File: src/rtl/pdp8_mem_initiator_pkg.sv
// Shared definitions for the PDP-8 memory-bus initiator: word sizes, the
// queued command record and the initiator FSM state codes.
package pdp8_mem_initiator_pkg;

  localparam int unsigned ADDR_W = 12;
  localparam int unsigned WORD_W = 12;

  typedef struct packed {
    logic              write;
    logic              rtype;
    logic [ADDR_W-1:0] addr;
    logic [WORD_W-1:0] wdata;
  } mem_cmd_t;

  typedef logic [1:0] init_state_t;

  localparam init_state_t IDLE = 2'd0;
  localparam init_state_t REQ  = 2'd1;
  localparam init_state_t RESP = 2'd2;
  localparam init_state_t GAP  = 2'd3;

endpackage

File: src/rtl/pdp8_mem_initiator_if.sv
// Client request/response handshake plus the memory-controller bus, bundled
// so the initiator, clients and responder models share one connection.
interface pdp8_mem_initiator_if
  import pdp8_mem_initiator_pkg::*;
  ();

  logic              req_valid;
  logic              req_ready;
  logic              req_write;
  logic              req_type;
  logic [ADDR_W-1:0] req_addr;
  logic [WORD_W-1:0] req_wdata;

  logic              rsp_valid;
  logic              rsp_ready;
  logic [WORD_W-1:0] rsp_rdata;
  logic              rsp_write;
  logic              rsp_error;

  logic [ADDR_W-1:0] address;
  logic [WORD_W-1:0] write_data;
  logic              write_enable;
  logic              read_enable;
  logic              read_type;
  logic [WORD_W-1:0] read_data;
  logic              mem_finished;

  modport master (
    input  req_valid, req_write, req_type, req_addr, req_wdata,
    input  rsp_ready, read_data, mem_finished,
    output req_ready, rsp_valid, rsp_rdata, rsp_write, rsp_error,
    output address, write_data, write_enable, read_enable, read_type
  );

  modport slave (
    output req_valid, req_write, req_type, req_addr, req_wdata,
    output rsp_ready, read_data, mem_finished,
    input  req_ready, rsp_valid, rsp_rdata, rsp_write, rsp_error,
    input  address, write_data, write_enable, read_enable, read_type
  );

endinterface

File: src/rtl/pdp8_mem_initiator_mem_req_fifo.sv
// Synchronous command FIFO; DEPTH must be a power of two so the pointers
// wrap naturally.
module mem_req_fifo
  import pdp8_mem_initiator_pkg::*;
#(
  parameter int unsigned DEPTH = 4
) (
  input  logic                   clock,
  input  logic                   resetN,
  input  logic                   push,
  input  logic                   pop,
  input  mem_cmd_t               din,
  output mem_cmd_t               dout,
  output logic                   full,
  output logic                   empty,
  output logic [$clog2(DEPTH):0] count
);

  localparam int unsigned AW = $clog2(DEPTH);

  mem_cmd_t        mem [DEPTH];
  logic [AW-1:0]   wr_ptr;
  logic [AW-1:0]   rd_ptr;
  logic            do_push;
  logic            do_pop;

  always_comb begin
    full    = (count == (AW+1)'(DEPTH));
    empty   = (count == '0);
    do_push = push && !full;
    do_pop  = pop && !empty;
    dout    = mem[rd_ptr];
  end

  always_ff @(posedge clock) begin
    if (!resetN) begin
      wr_ptr <= '0;
      rd_ptr <= '0;
      count  <= '0;
    end else begin
      if (do_push) wr_ptr <= wr_ptr + 1'b1;
      if (do_pop)  rd_ptr <= rd_ptr + 1'b1;
      case ({do_push, do_pop})
        2'b10:   count <= count + 1'b1;
        2'b01:   count <= count - 1'b1;
        default: count <= count;
      endcase
    end
  end

  always_ff @(posedge clock) begin
    if (do_push) mem[wr_ptr] <= din;
  end

endmodule

File: src/rtl/pdp8_mem_initiator.sv
// Bus-master end of the PDP-8 memory handshake: queues client commands,
// runs each through REQ/RESP/GAP with a watchdog, and returns a response.
module pdp8_mem_initiator
  import pdp8_mem_initiator_pkg::*;
#(
  parameter int unsigned FIFO_DEPTH     = 4,
  parameter int unsigned TIMEOUT_CYCLES = 64
) (
  input  logic                        clock,
  input  logic                        resetN,
  pdp8_mem_initiator_if.master        bus,
  output logic                        busy,
  output logic [$clog2(FIFO_DEPTH):0] fifo_count
);

  localparam int unsigned TW = $clog2(TIMEOUT_CYCLES) + 1;

  init_state_t       state;
  mem_cmd_t          cmd;
  mem_cmd_t          head;
  mem_cmd_t          req_cmd;
  logic [TW-1:0]     timer;
  logic [WORD_W-1:0] rdata_q;
  logic              error_q;
  logic              live;
  logic              full;
  logic              empty;
  logic              push;
  logic              pop;

  always_comb begin
    req_cmd = '{write: bus.req_write, rtype: bus.req_type,
                addr: bus.req_addr, wdata: bus.req_wdata};
    push    = bus.req_valid && bus.req_ready;
    pop     = (state == IDLE) && !empty;
  end

  mem_req_fifo #(.DEPTH(FIFO_DEPTH)) u_fifo (
    .clock  (clock),
    .resetN (resetN),
    .push   (push),
    .pop    (pop),
    .din    (req_cmd),
    .dout   (head),
    .full   (full),
    .empty  (empty),
    .count  (fifo_count)
  );

  // live holds req_ready low on the reset edge itself, not just after it.
  always_ff @(posedge clock) begin
    if (!resetN) begin
      state   <= IDLE;
      cmd     <= '0;
      timer   <= '0;
      rdata_q <= '0;
      error_q <= 1'b0;
      live    <= 1'b0;
    end else begin
      live <= 1'b1;
      case (state)
        IDLE: begin
          timer <= '0;
          if (!empty) begin
            cmd   <= head;
            state <= REQ;
          end
        end
        REQ: begin
          timer <= timer + 1'b1;
          if (bus.mem_finished) begin
            rdata_q <= cmd.write ? '0 : bus.read_data;
            error_q <= 1'b0;
            state   <= RESP;
          end else if (timer == TW'(TIMEOUT_CYCLES - 1)) begin
            rdata_q <= '0;
            error_q <= 1'b1;
            state   <= RESP;
          end
        end
        RESP: begin
          if (bus.rsp_ready) state <= GAP;
        end
        GAP:     state <= IDLE;
        default: state <= IDLE;
      endcase
    end
  end

  always_comb begin
    bus.req_ready    = live && !full;
    bus.rsp_valid    = (state == RESP);
    bus.rsp_rdata    = rdata_q;
    bus.rsp_write    = cmd.write;
    bus.rsp_error    = error_q;
    bus.address      = cmd.addr;
    bus.write_data   = cmd.wdata;
    bus.write_enable = (state == REQ) && cmd.write;
    bus.read_enable  = (state == REQ) && !cmd.write;
    bus.read_type    = (state == REQ) && cmd.rtype;
    busy             = (state != IDLE) || (fifo_count != '0);
  end

endmodule

File: src/flat_wrapper.sv
// flat-port wrapper written by rule: the top's interface ports become plain ports
module pdp8_mem_initiator_flat import pdp8_mem_initiator_pkg::*;
#(
  parameter int unsigned FIFO_DEPTH     = 4,
  parameter int unsigned TIMEOUT_CYCLES = 64
)
  (clock, resetN, busy, fifo_count, bus_req_valid, bus_req_write, bus_req_type, bus_req_addr, bus_req_wdata, bus_rsp_ready, bus_read_data, bus_mem_finished, bus_req_ready, bus_rsp_valid, bus_rsp_rdata, bus_rsp_write, bus_rsp_error, bus_address, bus_write_data, bus_write_enable, bus_read_enable, bus_read_type);
  pdp8_mem_initiator_if bus_i ();
  input  logic clock;
  input  logic resetN;
  output logic busy;
  output logic [$clog2(FIFO_DEPTH):0] fifo_count;
  input wire logic [$bits(bus_i.req_valid)-1:0] bus_req_valid;
  input wire logic [$bits(bus_i.req_write)-1:0] bus_req_write;
  input wire logic [$bits(bus_i.req_type)-1:0] bus_req_type;
  input wire logic [$bits(bus_i.req_addr)-1:0] bus_req_addr;
  input wire logic [$bits(bus_i.req_wdata)-1:0] bus_req_wdata;
  input wire logic [$bits(bus_i.rsp_ready)-1:0] bus_rsp_ready;
  input wire logic [$bits(bus_i.read_data)-1:0] bus_read_data;
  input wire logic [$bits(bus_i.mem_finished)-1:0] bus_mem_finished;
  output wire logic [$bits(bus_i.req_ready)-1:0] bus_req_ready;
  output wire logic [$bits(bus_i.rsp_valid)-1:0] bus_rsp_valid;
  output wire logic [$bits(bus_i.rsp_rdata)-1:0] bus_rsp_rdata;
  output wire logic [$bits(bus_i.rsp_write)-1:0] bus_rsp_write;
  output wire logic [$bits(bus_i.rsp_error)-1:0] bus_rsp_error;
  output wire logic [$bits(bus_i.address)-1:0] bus_address;
  output wire logic [$bits(bus_i.write_data)-1:0] bus_write_data;
  output wire logic [$bits(bus_i.write_enable)-1:0] bus_write_enable;
  output wire logic [$bits(bus_i.read_enable)-1:0] bus_read_enable;
  output wire logic [$bits(bus_i.read_type)-1:0] bus_read_type;
  assign bus_i.req_valid = bus_req_valid;
  assign bus_i.req_write = bus_req_write;
  assign bus_i.req_type = bus_req_type;
  assign bus_i.req_addr = bus_req_addr;
  assign bus_i.req_wdata = bus_req_wdata;
  assign bus_i.rsp_ready = bus_rsp_ready;
  assign bus_i.read_data = bus_read_data;
  assign bus_i.mem_finished = bus_mem_finished;
  assign bus_req_ready = bus_i.req_ready;
  assign bus_rsp_valid = bus_i.rsp_valid;
  assign bus_rsp_rdata = bus_i.rsp_rdata;
  assign bus_rsp_write = bus_i.rsp_write;
  assign bus_rsp_error = bus_i.rsp_error;
  assign bus_address = bus_i.address;
  assign bus_write_data = bus_i.write_data;
  assign bus_write_enable = bus_i.write_enable;
  assign bus_read_enable = bus_i.read_enable;
  assign bus_read_type = bus_i.read_type;
  pdp8_mem_initiator #(.FIFO_DEPTH(FIFO_DEPTH), .TIMEOUT_CYCLES(TIMEOUT_CYCLES)) u_core (.clock(clock), .resetN(resetN), .bus(bus_i), .busy(busy), .fifo_count(fifo_count));
endmodule
File: config.mk
export PLATFORM = sky130hd
export DESIGN_NAME = pdp8_mem_initiator_flat
export DESIGN_NICKNAME = d
export VERILOG_FILES = /design/src/rtl/pdp8_mem_initiator_pkg.sv /design/src/rtl/pdp8_mem_initiator_if.sv /design/src/rtl/pdp8_mem_initiator_mem_req_fifo.sv /design/src/rtl/pdp8_mem_initiator.sv /design/src/flat_wrapper.sv
export SDC_FILE = /design/constraint.sdc
export NUM_CORES = 1
export LEC_CHECK = 0
export ABC_CLOCK_PERIOD_IN_PS = 6400
export CORE_ASPECT_RATIO = 0.8
export CORE_MARGIN = 3
export CORE_UTILIZATION = 55
export CTS_CLUSTER_SIZE = 16
export DETAILED_ROUTE_END_ITERATION = 12
export PLACE_DENSITY = 0.8
export SYNTH_ARGS = -nofsm -noshare
export SYNTH_HDL_FRONTEND = slang
export SYNTH_SLANG_ARGS = --single-unit
File: constraint.sdc
create_clock -name clock -period 6.4 [get_ports clock]
set_input_delay 1.28 -clock clock [delete_from_list [all_inputs] [get_ports clock]]
set_output_delay 1.28 -clock clock [all_outputs]
set_load 0.02 [all_outputs]
==> qor.yml <==
outcome: "finished, final reports clean"
slew_viol_final: 0
synth_cells: 426
worstSetupPathType: "reg2out"
finalWirelength_mm: 12.5
wl_per_cell_um: 19.2
hold_class: "reg2reg"
ys_ff_latch: 160
whs_ns: 0.450
fillCellCount: 700
grt_use_total_pct: 20.2
fin_crit_sh_pct: 58.0
antenna_found_initial: 0
fin_cells: 653
holdPathStages: 2
setup_tns_ns: 0
dr.first_iter.drc_count: 322
slew-limit-headroom_pct: 32.5
path_max_fanout: 18
cp_common_cell: "inv_1"
hp-start: "u_core.bus.write_data[7]"
synth_edf_count: 104
grt.met3_usage_pct: 5.33
clkTransAtPathRegs_ns: 0.06
drc: 0
layout-drive-gt1-share_pct: 13.4
holdPathEnd: "u_core.bus.write_data[7]"
ff2ff_path_depth: 10
fmax_ghz: 0.270
die_area_sq_um: 12900
dieWidth_um: 126
clock_tree.root_cell: "clkbuf_16"
busiest_layer: "met2"
die_y_um: 102
place.gp.congestion: 0.771
required_ns: 5.12
gr-usage-met1_pct: 26.2
vias: 3667
first_pass_iters: 5
syn_to_final_growth_pct: 22.1
gr-total-overflow: 0
rsz0062_at_grt: "false"
holdBufCountCts: 0
initial_core_util_pct: 57.5
tritoncts: "built"
slowest_delay_ns: 0.62
syn_nets: 480
coreArea_sq_um: 11100
setup_viol_count_final: 0
tightest_slew_ns: 1.01
power.density_nw_per_um2: 413
synth_seq_area_share_pct: 66.5
synth_ff_type: "edfxtp_1"
finalHoldViolCount: 0
ios: 90
post_cts_buffers: 0
final_nets: 550
grt_pass1_wl_mm: 19.8
ctsResizeCount: 0
p_leak_nw: 2.70
fin_total_pwr_mw: 3.22
rows: 34
cts_buffers: 17
clk_latency_ns: 0.42
cp-start-kind: "flop"
reg2reg_slack_ns: 3.50
dp_cells: 620
ys_async_sr_fraction_pct: 0
synth_cell_types: 35
skew_ns: 0.0117
ant_nets: 0
grt_max_degree: 61
rr_startpoint: "u_core.state[0]"
grt_use_met2_pct: 33.5
ir_worst_vdd_v: 0.000319
min_period_ns: 3.71
cp_data_arrival_time_ns: 2.43
viasPerCell: 5.62
cts_sinks: 160
crit_path_end_kind: "output port"
path_cells: "inv_1, ha_1, inv_1, nor2_1, clkdlybuf4s50_1"
cts_max_path_buffers: 2
syn_area_per_cell_sq_um: 15.0
hpwlAfterDp_mm: 7.45
portBuffers: 89
yosysWarnings: 0
first_global_vias: 3702
r2r-end: "u_core.u_fifo.count[2]"
synth_area_sq_um: 6390
max_cap_violations: 0
cp_slowest_cell: "clkdlybuf4s50_1"
antenna_cells: 0
h-tree-depth: 4
==> critical path, delay by kind of cell (launching register included) <==
kind,cells,cell delay [ns]
buffers and inverters,3,1.05
adder cells (fa/ha/maj),1,0.49
flip-flops,1,0.32
AND/OR/NAND/NOR,1,0.16
==> per-layer routing <==
metal  share of wire [%]  wire [um]
met1                  42       5210
met2                  51       6380
met3                 6.1        759
met4                 1.4        180
met5                   0          0
==> power breakdown <==
part	leakage [nW]	total (mW)	internal [mW]	switching, mW
logic	1.01	0.903	0.419	0.484
clock network	0.289	0.967	0.568	0.399
registers	1.40	1.35	1.24	0.114
total	2.70	3.22	2.22	0.996
==> placed cells by master (no fill, tap or decap), drive strengths merged, types with 3 or more instances in the layout <==
cell type / netlist / layout
a21boi: 30 / 30
a21oi: 4 / 4
a221o: 12 / 12
and2: 8 / 8
and3: 16 / 16
buf: 35 / 8
clkbuf: 10 / 23
clkdlybuf4s50: 0 / 88
clkinv: 0 / 6
dfxtp: 56 / 56
edfxtp: 104 / 104
ha: 10 / 10
inv: 7 / 10
mux2i: 7 / 7
mux4: 26 / 26
nand2: 61 / 61
nand3: 3 / 3
nor2: 7 / 7
nor2b: 4 / 4
o21ai: 5 / 5
xnor2: 5 / 5
==> worst max-delay path by stage <==
| stage | from | end | slack, ns |
|---|---|---|---|
| finish | u_core.state[1] | bus_read_enable | 2.69 |
| global route | u_core.state[1] | bus_read_enable | 2.49 |
| CTS | u_core.state[1] | bus_read_enable | 2.69 |
| detailed placement | resetN | u_core.bus.rsp_rdata[11] | 2.88 |
| global placement | resetN | u_core.bus.rsp_rdata[11] | 3.04 |
| floorplan | u_core.u_fifo.count[0] | bus_req_ready | 3.73 |
==> cell usage after synthesis, types with 3 or more instances <==
library cell,instances,area share (%)
edfxtp_1,104,49
nand2_1,61,3.6
dfxtp_1,56,18
buf_4,29,3.4
mux4_2,26,9.2
a21boi_1,20,2.4
and3_1,16,1.6
a221o_1,12,1.9
a21boi_0,10,1.2
clkbuf_1,10,0.59
ha_1,10,2.0
and2_1,8,0.78
mux2i_1,7,1.1
nor2_1,7,0.41
buf_2,6,0.47
inv_1,6,0.35
o21ai_0,5,0.39
xnor2_1,5,0.69
a21oi_1,4,0.31
nor2b_1,4,0.39
nand3_1,3,0.24
==> sequential cells by signal (all words and copies together), names as in the netlist <==
| name | cells |
|---|---|
| u_core.bus.rsp_error | 1 |
| u_core.bus.write_data | 12 |
| u_core.u_fifo.count | 3 |
| u_core.live | 1 |
| u_core.bus.address | 12 |
| u_core.timer | 7 |
| u_core.state | 2 |
| u_core.u_fifo.wr_ptr | 2 |
| u_core.bus.rsp_rdata | 12 |
| u_core.u_fifo.rd_ptr | 2 |
| u_core.u_fifo.mem | 104 |
| u_core.cmd | 1 |
| u_core.bus.rsp_write | 1 |
==> area by class of cell <==
class	count	area [sq um]	area share, %
repair buffers	96	936	12.0
flip-flops and latches	160	4250	54.4
inverters	7	28.8	0.369
well taps	144	180	2.31
clock buffers	23	510	6.55
multi-input cells	214	1830	23.4
clock inverters	9	70.1	0.898
==> stage by stage <==
stage | instance area, sq um | util, % | setup slack, ns
global route | 7800 | 70.2 | 2.49
floorplan | 6390 | - | 3.73
finish | 7800 | 70.2 | 2.69
global placement | 7210 | 65.0 | 3.04
CTS | 7790 | 70.2 | 2.69
detailed placement | 7210 | 65.0 | 2.88
==> cells by family (layout without fill, tap and decap cells) <==
logic type | count (synthesis) | count (layout) | share of synthesized area (%)
XOR/XNOR | 5 | 5 | 0.686
buffers and inverters | 52 | 135 | 4.92
AO/OA/AOI/OAI | 56 | 56 | 7.27
flip-flops | 160 | 160 | 66.5
adder cells (fa/ha/maj) | 11 | 11 | 2.27
AND/OR/NAND/NOR | 109 | 109 | 8.13
multiplexers | 33 | 33 | 10.3
Note: power is estimated with default switching activity, not from simulation.
